==> config.mk <==
export PLATFORM = sky130hd
export DESIGN_NAME = csr_access_unit
export DESIGN_NICKNAME = d
export VERILOG_FILES = /design/src/rtl/csr_access_unit_pkg.sv /design/src/rtl/csr_access_unit_alu.sv /design/src/rtl/csr_access_unit.sv
export SDC_FILE = /design/constraint.sdc
export NUM_CORES = 1
export LEC_CHECK = 0
export CORE_MARGIN = 8
export CORE_UTILIZATION = 43
export DETAILED_ROUTE_END_ITERATION = 6
export PLACE_DENSITY_LB_ADDON = 0.3
export RECOVER_POWER = 50
export SLEW_MARGIN = 20
export SYNTH_ARGS = -nofsm -noshare
export SYNTH_HDL_FRONTEND = slang
export SYNTH_SLANG_ARGS = --single-unit
==> constraint.sdc <==
create_clock -name clk -period 6.4 [get_ports clk]
set_input_delay 1.28 -clock clk [delete_from_list [all_inputs] [get_ports clk]]
set_output_delay 1.28 -clock clk [all_outputs]
set_load 0.05 [all_outputs]
==> src/rtl/csr_access_unit_pkg.sv <==
// Shared definitions for the CSR access unit: CSR addresses, Zicsr funct3
// encodings and FSM states.
package csr_access_unit_pkg;

  typedef enum logic [11:0] {
    CSR_MTVEC  = 12'h305,
    CSR_MEPC   = 12'h341,
    CSR_MCAUSE = 12'h342
  } csr_addr_e;

  typedef enum logic [2:0] {
    F3_CSRRW  = 3'b001,
    F3_CSRRS  = 3'b010,
    F3_CSRRC  = 3'b011,
    F3_CSRRWI = 3'b101,
    F3_CSRRSI = 3'b110,
    F3_CSRRCI = 3'b111
  } funct3_e;

  typedef enum logic [2:0] {
    S_IDLE,
    S_EXEC,
    S_TRAP_EPC,
    S_TRAP_CAUSE,
    S_REDIRECT
  } state_e;

  // Immediate forms take their operand from the zero-extended rs1 field.
  function automatic logic is_imm_form(input logic [2:0] funct3);
    return funct3[2];
  endfunction

endpackage

==> src/rtl/csr_access_unit_alu.sv <==
// Zicsr read-modify-write datapath: computes the new CSR value, whether the
// access writes at all, and whether funct3 is a legal CSR encoding.
module csr_access_unit_alu
  import csr_access_unit_pkg::*;
#(
  parameter int XLEN = 32
) (
  input  logic [2:0]      funct3,
  input  logic [XLEN-1:0] old_val,
  input  logic [XLEN-1:0] operand,
  input  logic            src_zero,
  output logic [XLEN-1:0] new_val,
  output logic            we,
  output logic            illegal
);

  // NOTE: every output gets a default before the case so no path leaves a
  // value unassigned, which would otherwise infer a latch.
  always_comb begin
    new_val = operand;
    we      = 1'b0;
    illegal = 1'b0;
    case (funct3)
      F3_CSRRW, F3_CSRRWI: we = 1'b1;
      F3_CSRRS, F3_CSRRSI: begin
        new_val = old_val | operand;
        we      = !src_zero;
      end
      F3_CSRRC, F3_CSRRCI: begin
        new_val = old_val & ~operand;
        we      = !src_zero;
      end
      default: illegal = 1'b1;
    endcase
  end

endmodule

==> src/rtl/csr_access_unit.sv <==
// CSR file initiator: Zicsr read-modify-write, trap entry and mret redirect.
// Define CSR_RO_CHECK_EN to reject writes to the read-only CSR space.
module csr_access_unit
  import csr_access_unit_pkg::*;
#(
  parameter int XLEN   = 32,
  parameter int ADDR_W = 12
) (
  input  logic              clk,
  input  logic              rst,
  input  logic              req_valid,
  output logic              req_ready,
  input  logic [2:0]        req_funct3,
  input  logic [ADDR_W-1:0] req_addr,
  input  logic [XLEN-1:0]   req_rs1_data,
  input  logic [4:0]        req_src_idx,
  input  logic              trap_valid,
  input  logic [XLEN-1:0]   trap_pc,
  input  logic [XLEN-1:0]   trap_cause,
  input  logic              mret_valid,
  output logic              resp_valid,
  output logic [XLEN-1:0]   resp_data,
  output logic              resp_illegal,
  output logic              redirect_valid,
  output logic [XLEN-1:0]   redirect_pc,
  output logic              csr_we,
  output logic [ADDR_W-1:0] csr_addr,
  output logic [XLEN-1:0]   csr_wdata,
  input  logic [XLEN-1:0]   csr_rdata,
  input  logic [XLEN-1:0]   csr_mtvec,
  input  logic [XLEN-1:0]   csr_mepc
);

  localparam logic [XLEN-1:0] ALIGN_MASK = ~XLEN'(3);

  state_e            state_q, state_d;
  logic [2:0]        f3_q;
  logic [ADDR_W-1:0] addr_q;
  logic [XLEN-1:0]   opnd_q;
  logic [XLEN-1:0]   cause_q;
  logic              src_zero_q;

  logic              take_trap, take_mret, take_req;
  logic [XLEN-1:0]   alu_new;
  logic              alu_we, alu_illegal;
  logic              ro_viol, exec_illegal, we_raw;

  assign req_ready = (state_q == S_IDLE) && !trap_valid && !mret_valid;
  assign take_trap = (state_q == S_IDLE) && trap_valid;
  assign take_mret = (state_q == S_IDLE) && !trap_valid && mret_valid;
  assign take_req  = req_ready && req_valid;

  csr_access_unit_alu #(.XLEN(XLEN)) u_alu (
    .funct3   (f3_q),
    .old_val  (csr_rdata),
    .operand  (opnd_q),
    .src_zero (src_zero_q),
    .new_val  (alu_new),
    .we       (alu_we),
    .illegal  (alu_illegal)
  );

`ifdef CSR_RO_CHECK_EN
  assign ro_viol = alu_we && (addr_q[ADDR_W-1 -: 2] == 2'b11);
`else
  assign ro_viol = 1'b0;
`endif
  assign exec_illegal = alu_illegal || ro_viol;

  // NOTE: operand/address holding registers carry no reset; they are always
  // loaded on acceptance before any state reads them.
  always_ff @(posedge clk) begin
    if (take_trap) begin
      opnd_q  <= trap_pc;
      cause_q <= trap_cause;
    end else if (take_req) begin
      f3_q       <= req_funct3;
      addr_q     <= req_addr;
      opnd_q     <= is_imm_form(req_funct3) ? XLEN'(req_src_idx) : req_rs1_data;
      src_zero_q <= (req_src_idx == 5'd0);
    end
  end

  always_comb begin
    state_d   = state_q;
    we_raw    = 1'b0;
    csr_addr  = '0;
    csr_wdata = '0;
    case (state_q)
      S_IDLE: begin
        if (take_trap)      state_d = S_TRAP_EPC;
        else if (take_mret) state_d = S_REDIRECT;
        else if (take_req)  state_d = S_EXEC;
      end
      S_EXEC: begin
        csr_addr  = addr_q;
        csr_wdata = alu_new;
        we_raw    = alu_we && !ro_viol;
        state_d   = S_IDLE;
      end
      S_TRAP_EPC: begin
        csr_addr  = ADDR_W'(CSR_MEPC);
        csr_wdata = opnd_q & ALIGN_MASK;
        we_raw    = 1'b1;
        state_d   = S_TRAP_CAUSE;
      end
      S_TRAP_CAUSE: begin
        csr_addr  = ADDR_W'(CSR_MCAUSE);
        csr_wdata = cause_q;
        we_raw    = 1'b1;
        state_d   = S_REDIRECT;
      end
      S_REDIRECT: state_d = S_IDLE;
      default:    state_d = S_IDLE;
    endcase
  end

  // A reset landing mid-sequence must not let the pending write through.
  assign csr_we = we_raw && !rst;

  // NOTE: sequential state uses non-blocking assignments so every register
  // samples pre-edge values regardless of statement order.
  always_ff @(posedge clk) begin
    if (rst) begin
      state_q        <= S_IDLE;
      resp_valid     <= 1'b0;
      resp_data      <= '0;
      resp_illegal   <= 1'b0;
      redirect_valid <= 1'b0;
      redirect_pc    <= '0;
    end else begin
      state_q        <= state_d;
      resp_valid     <= (state_q == S_EXEC);
      resp_illegal   <= (state_q == S_EXEC) && exec_illegal;
      redirect_valid <= (state_d == S_REDIRECT);
      if (state_q == S_EXEC) resp_data <= exec_illegal ? '0 : csr_rdata;
      if (take_mret) redirect_pc <= csr_mepc;
      else if (state_q == S_TRAP_CAUSE) redirect_pc <= csr_mtvec & ALIGN_MASK;
    end
  end

endmodule

# == Word-level counts from Yosys, hierarchy flattened ==
# Cells that the tools add are included.
# classes
bitwise_logic,4
n_mux,16
n_reduce_logical,22
mul,0
n_addsub,0
n_eq_ne,10
shift,0
div_mod_pow,0
magnitude_cmp,0
# ops
op,count
32-bit 2-to-1 mux,6
32-bit case mux with 3 select lines,1
32-bit case mux with 2 select lines,1
12-bit case mux with 3 select lines,1
32-bit bitwise AND,1
32-bit inverter,1
32-bit bitwise OR,1
3-bit by 2-bit equality test with 1-bit output (second input constant),4
3-bit equality test (second input constant),4
3-bit 2-to-1 mux,3
3-bit case mux with 3 select lines,1
2-bit OR reduction,4
1-bit logical AND,7
3-bit by 1-bit equality test with 1-bit output (second input constant),2
6-bit OR reduction,1
5-bit zero test,1
1-bit zero test,4
1-bit case mux with 2 select lines,2
2-bit nonzero test,2
4-bit OR reduction,1
3-bit zero test,1
2-bit AND reduction,1
1-bit 2-to-1 mux,1
1-bit inverter,1
# word_totals
out_inout_bits,113
rom_bits,0
n_memories,0
inputBits,217
latch_bits,0
ram_bits,0
reg_bits,150

# == Logic depth before layout (Yosys ltp) ==
# Gate-level depths: netlist of the first run.
# logic_depth
depth_word,9
mapped_depth,7
mapped_depth_nobuf,4

# == Cells and area by module ==
# From an unflattened synthesis of the first run, not the netlist that was laid out.
# hier_totals
cells_unflattened,671
area_unflattened_um2,7090.6
# by_module_without_submodules
mod,area_per_inst_um2,cells_per_inst,seq_area_each_um2,instances
csr_access_unit,6546.3,596,3803.6,1
csr_access_unit_alu,544.3,75,0.0,1

# == Worst setup path before layout of the first run ==
# Ideal clock, no wire load.
# synth_timing
kind,input-to-output
from,input rst
to,output csr_we
slack_ps,2390
t_arrival_ps,2730
path_stages,3
cell_sequence,clkbuf_1 -> clkbuf_1 -> nor3_1
# synth_via
elab_chain_cells,2
# synth_lines
item,line,source
start: declaration,csr_access_unit.sv:10,"input logic rst,"
1-bit zero test,csr_access_unit.sv:119,assign csr_we = we_raw && !rst;
1-bit logical AND,csr_access_unit.sv:119,
end: declaration,csr_access_unit.sv:26,"output logic csr_we,"
# Every way passes these cells.

# == Final worst setup path of the first run ==
# layout_timing
from,register state_q[1]
to,output csr_wdata[18]
# layout_via
elab_chain_cells,2
elab_cells_between_ends,4
cone_classes,eq/ne (3); mux (1)
# layout_lines
item,line,source
start: declaration,csr_access_unit.sv:36,"state_e state_q, state_d;"
start signal: assignment,csr_access_unit.sv:132,state_q <= state_d;
3-bit by 2-bit equality test with 1-bit output or 3-bit by 1-bit equality test with 1-bit output (tied branches),csr_access_unit.sv:89,case (state_q)
32-bit case mux with 3 select lines (*),csr_access_unit.sv:89,
end: declaration,csr_access_unit.sv:28,"output logic [XLEN-1:0] csr_wdata,"
# Mark *: on every way between the ends. The rest lies on a longest branch, timed or not.

==> metrics, run 1 <==
worst slew pin tran=3.35 ns; r2r worst-path depth=4; Synth Register Bits=149; first-pass GRT wire length=34900 um; Post-Syn Instances=637; vias per inst=5.32; clock root cell=clkbuf_16; CP arrival=3.43 ns; peak supply drop=198 uV; Clock Path Buffers=2; Port Buffers=327; Layout Nets=1152; TritonCTS clock tree=done; critical path class=flip-flop to output pin; die area=19300 um2; hold crit path type=flip-flop to flip-flop; initial antenna violation count=2; Multi-input gate area=2450 um2; clock-pin slew on the worst setup and hold paths=0.06 ns; # IOs=330; DRC viols=0; DR vias=6054; register area=3770 um2; total gr overflow=0; Die Wd=139 um; yosys warns=0; Post-synth EDFFs=79; Async SR Flop Fraction=0%; ys flop type=edfxtp_1; TritonRoute pass-1 iters=6; gpl congestion=0.794; CTS Sinks=149; Worst Path Required=5.12 ns; total track usage=23.3%; Setup crit start kind=flip-flop; launch point of the worst reg-to-reg path=state_q[1]; Routed Antenna Nets=0; fillers=1171; mapped cell area=6500 um2; post-cts resize count=0; Core ar.=15000 um2; clock buffer count from CTS=17; final hold viol count=0; Hold Crit Start=resp_data[27]; Starting DRT DRC Count=303; Worst Clk Skew=0.0167 ns; failing checks=max-capacitance violations, max-slew violations; final wirelength=23000 um; setup bufs post-CTS=0; Layout area overhead=59.8%; PD cells=271 nW/um2; Seq/Total Area, Yosys=58.0%; die height=139 um; Initial Util=43.4%; Mapped Nets=854; WL/cell=20.2 um; Min-Delay Endpoint=resp_data[27]; Slew Viols, Final=113; reg2reg end=opnd_q[2]; final period utilization=73.7%; Leak=0.00365 uW; H-tree depth=4; R2R setup slack=2.79 ns; Finished Layout Cells=1138; clk_lat worst skew=0.42 ns; DP HPWL=16800 um; crit path time final=4.71 ns; hold path cells=2; Avg Synthesized Cell Area=10.2 um2; share of cells above drive strength 1=4.85%; Max Cap Viol=2; Core Rows=45; vias in the first global route=6137; slew margin rel.=-123%; Final Setup Violations=0; synth unique cells=34; status=finished with violations; crit path from=state_q[1]; cts hold-fix bufs=0; largest net degree at the start of global routing=70; DP Cell Count=1104; top achievable clock speed=0.212 GHz; Critical Path Sink Type=output pin; critical-path maximum fanout=32; Sum Neg Setup Slack=0 ns; RSZ-0062 raised after global routing=no
==> synthesized netlist by cell type, types with 2 or more instances <==
| master | n | share of area, % |
|---|---|---|
| o21a_1 | 2 | 0.23 |
| a21oi_1 | 41 | 3.2 |
| o21ai_1 | 30 | 2.3 |
| a311oi_1 | 30 | 4.0 |
| nor3b_1 | 31 | 3.6 |
| a211oi_1 | 2 | 0.23 |
| nor3_1 | 2 | 0.15 |
| a22o_1 | 2 | 0.27 |
| dfxtp_1 | 70 | 22 |
| buf_2 | 19 | 1.5 |
| clkbuf_1 | 30 | 1.7 |
| and2_1 | 8 | 0.77 |
| buf_4 | 4 | 0.46 |
| a31oi_1 | 3 | 0.29 |
| o21ai_0 | 2 | 0.15 |
| buf_6 | 4 | 0.69 |
| a221o_1 | 30 | 4.6 |
| edfxtp_1 | 79 | 36 |
| nand3_1 | 36 | 2.8 |
| or2_2 | 2 | 0.19 |
| nor2b_1 | 3 | 0.29 |
| mux2i_1 | 5 | 0.77 |
| nor2_1 | 38 | 2.2 |
| nand2b_1 | 27 | 2.6 |
| nand2_1 | 128 | 7.4 |
==> cells by family (layout without fill, tap and decap cells) <==
group / count (synthesis) / in the layout / synth area share, %
DFF: 149 / 149 / 58.0
buffers and inverters: 57 / 368 / 4.35
other: 0 / 2 / 0
and+or+nand+nor: 284 / 284 / 21.6
muxes: 5 / 5 / 0.769
AOI/OAI and AO/OA: 142 / 142 / 15.3
==> metal layers <==
layer | global-route usage (%) | wire length, um
met3 | 10.3 | 2280
met5 | 0 | 0
met1 | 24.8 | 8720
met2 | 40.1 | 11300
met4 | 8.43 | 610
==> sequential cells by signal (all words and copies together) (netlist names) <==
signal and count:
cause_q 32, opnd_q 32, redirect_pc 32, resp_data 32, addr_q 12, state_q 3
f3_q 2, redirect_valid 1, resp_illegal 1, resp_valid 1, src_zero_q 1
==> where the power goes <==
group	internal, uW	switching (uW)	total [uW]
clock network	615	403	1020
logic	269	392	662
registers	1100	39.1	1140
total	1980	835	2820
==> how the worst max path moves through the flow <==
stage	slack, ns	cells after the start	endpoint
after detailed placement	2.00	4	req_ready
final	1.69	4	csr_wdata[18]
after global placement	2.02	4	req_ready
after global routing	1.50	4	csr_wdata[18]
after CTS	1.58	4	csr_wdata[19]
after floorplan	2.39	3	csr_we
==> placed cells by master, fill, tap and decap left out, types with 12 or more instances in the layout <==
cell / instances
clkdlybuf4s50_1: 253
nand2_1: 128
edfxtp_1: 79
dlygate4sd3_1: 73
dfxtp_1: 70
a21oi_1: 41
nor2_1: 37
nand3_1: 36
nor3b_1: 31
a221o_1: 30
a311oi_1: 30
nand2b_1: 27
o21ai_1: 20
clkbuf_16: 19
o21ai_0: 12
==> worst max-delay path: stages, from the launching register on <==
cell and delay (ns):
dfxtp_1 0.72, and3b_2 0.72, buf_4 0.49, a221o_1 0.23
clkdlybuf4s50_1 0.85
==> metrics by stage <==
| stage | instance area (um2) | util, % | hold slack (ns) | setup WS [ns] | power [uW] |
|---|---|---|---|---|---|
| floorplan | 6500 | - | 0.667 | 2.39 | 1530 |
| global placement | 9810 | 65.5 | 0.437 | 2.02 | 1830 |
| detailed placement | 9810 | 65.5 | 0.443 | 2.00 | 1840 |
| CTS | 10400 | 69.5 | 0.450 | 1.58 | 2850 |
| global route | 10400 | 69.4 | 0.460 | 1.50 | 2920 |
| finish | 10400 | 69.4 | 0.446 | 1.69 | 2820 |
==> area by class of cell <==
class | instances | share of cell area, %
antenna | 2 | 0.0481
clock buffer | 23 | 5.01
clock inverter | 9 | 0.854
multi-input combinational | 431 | 23.5
sequential | 149 | 36.3
tap | 188 | 2.26
timing repair buffer | 336 | 32.0
Power figures use the tool's default switching activity.
==> run 2: changes to the inputs <==
--- a/config.mk
+++ b/config.mk
@@ -6,7 +6,7 @@
 export NUM_CORES = 1
 export LEC_CHECK = 0
 export CORE_MARGIN = 8
-export CORE_UTILIZATION = 43
+export CORE_UTILIZATION = 36
 export DETAILED_ROUTE_END_ITERATION = 6
 export PLACE_DENSITY_LB_ADDON = 0.3
 export RECOVER_POWER = 50
==> constraint.sdc (replaced) <==
create_clock -name clk -period 3.8 [get_ports clk]
set_input_delay 0.76 -clock clk [delete_from_list [all_inputs] [get_ports clk]]
set_output_delay 0.76 -clock clk [all_outputs]
set_load 0.05 [all_outputs]
==> run 2 against run 1 <==
Critical path type is now input pin to output pin. First-iteration DRC count up 5.3%. The run still ends with max-capacitance violations, max-slew violations left. Critical endpoint is now req_ready. Clock power up 69%. Routed wire length up 4.3%.
==> metrics, run 2 (synthesis gave the netlist of run 1 again) <==
status=finished with violations; failing checks=max-capacitance violations, max-slew violations; share of cells above drive strength 1=8.49% (+3.6 points); Slew Viols, Final=167 (+48%); TritonRoute pass-1 iters=4 (-2); Critical Path Sink Type=output pin; PD cells=452 nW/um2 (+67%); launch point of the worst reg-to-reg path=state_q[1]; Setup crit start kind=input pin; Layout Nets=1158 (+0.52%); clock buffer count from CTS=17 (unchanged); Core ar.=17800 um2 (+19%); CP most frequent cell=clkdlybuf4s50_1; Largest stage delay, worst path=0.85 ns (about the same); slew margin rel.=-22.8% (+100 points); peak supply drop=308 uV (+55%); total gr overflow=0 (unchanged); Max Cap Viol=2 (unchanged); RSZ-0062 raised after global routing=no; Core Rows=49 (+8.9%); r2r worst-path depth=3 (-1); final hold viol count=0 (unchanged); fillers=1481 (+26%); die height=150 um (+8.2%); critical path class=input pin to output pin; hold crit path type=flip-flop to flip-flop; Layout area overhead=65.5%; Worst Setup EP=req_ready; CP arrival=2.84 ns (-0.59 ns); Worst Path Required=3.04 ns (-2.08 ns); DRC viols=0 (unchanged); vias per inst=5.10 (-4.1%); total track usage=20.9% (-2.4 points); post-cts resize count=0 (unchanged); Final Setup Violations=0 (unchanged); Die Wd=150 um (+8.2%); initial antenna violation count=4 (+2); final wirelength=23900 um (+4.3%); setup bufs post-CTS=0 (unchanged); largest net degree at the start of global routing=97 (+39%); Starting DRT DRC Count=319 (+5.3%); # IOs=330 (unchanged); Routed Antenna Nets=0 (unchanged); H-tree depth=4 (unchanged); Multi-input gate area=2440 um2 (-0.36%); gpl congestion=0.770 (-3.0%); crit-path cells=clkdlybuf4s50_1 -> nor4_1 -> nor2b_1 -> clkdlybuf4s50_1; reg2reg end=opnd_q[31]; Leak=0.00373 uW (+2.0%); crit path time final=3.60 ns; crit path from=trap_valid; clock root cell=clkbuf_16; DR vias=6049 (-0.083%); clk_lat worst skew=0.42 ns (about the same); DP HPWL=17600 um (+5.0%); Worst Clk Skew=0.00866 ns (-0.00799 ns); hold path cells=2 (unchanged); R2R setup slack=0.68 ns (-2.11 ns); Final Util=60.3% (-9.1 points); Port Buffers=327 (unchanged); WL/cell=20.2 um (+0.11%); critical-path maximum fanout=4 (-88%); worst slew pin tran=1.84 ns (-1.50 ns); top achievable clock speed=0.278 GHz; cts hold-fix bufs=0 (unchanged); die area=22600 um2 (+17%); final period utilization=94.6%; Sum Neg Setup Slack=0 ns (unchanged); most frequent cells in the layout=clkdlybuf4s50_1 (249), nand2_1 (128), edfxtp_1 (79), dfxtp_1 (70), dlygate4sd3_1 (47); Initial Util=36.5% (-7.0 points); CTS Sinks=149 (unchanged); register area=3770 um2 (unchanged); first-pass GRT wire length=35800 um (+2.4%); slowest CP cell=clkdlybuf4s50_1; most common cell after layout, fill and taps aside=clkdlybuf4s50_1; vias in the first global route=6215 (+1.3%); TritonCTS clock tree=done; clock-pin slew on the worst setup and hold paths=0.06 ns (about the same); Clock Path Buffers=2 (unchanged)
==> run 2: routing by layer <==
metal	global-route usage, %	wire, um
met1	23.3	9190
met5	0	22
met4	7.85	504
met3	9.89	2870
met2	34.1	11400
==> run 2: cell type report <==
cell class	count	area share (%)
antenna	3	0.0697
sequential	149	35.1
tap	229	2.66
timing repair buffer	342	34.0
clock inverter	14	1.53
multi-input combinational	431	22.6
clock buffer	18	3.99
==> run 2: metrics by stage <==
| stage | hold slack, ns | total power, uW | std cells | cell area (um2) | setup slack (ns) |
|---|---|---|---|---|---|
| final | 0.449 | 4870 | 1186 | 10800 | 0.205 |
| after global routing | 0.466 | 5070 | 1185 | 10800 | 0.0865 |
| after CTS | 0.451 | 4950 | 1183 | 10800 | 0.252 |
| after detailed placement | 0.442 | 3220 | 1151 | 10200 | 0.420 |
| after global placement | 0.436 | 3200 | 1151 | 10200 | 0.426 |
| after floorplan | 0.667 | 2580 | 637 | 6500 | 0.527 |
==> run 2: worst min-delay path by stage <==
stage                  startpoint             to  slack, ns
CTS                 resp_data[17]  resp_data[17]       0.45
finish              resp_data[17]  resp_data[17]       0.45
floorplan           resp_data[10]  resp_data[10]       0.67
detailed placement  resp_data[26]  resp_data[26]       0.44
global route        resp_data[17]  resp_data[17]       0.47
global placement    resp_data[16]  resp_data[16]       0.44
==> run 2: power breakdown <==
| group | internal, uW | switching (uW) | total, uW |
|---|---|---|---|
| Clock | 988 | 732 | 1720 |
| Sequential | 1850 | 59.1 | 1910 |
| Combinational | 550 | 693 | 1240 |
==> run 2: critical path, delay by kind of cell <==
kind          cells  cell delay, ns
simple gates      2            0.76
buf+inv           2            1.30
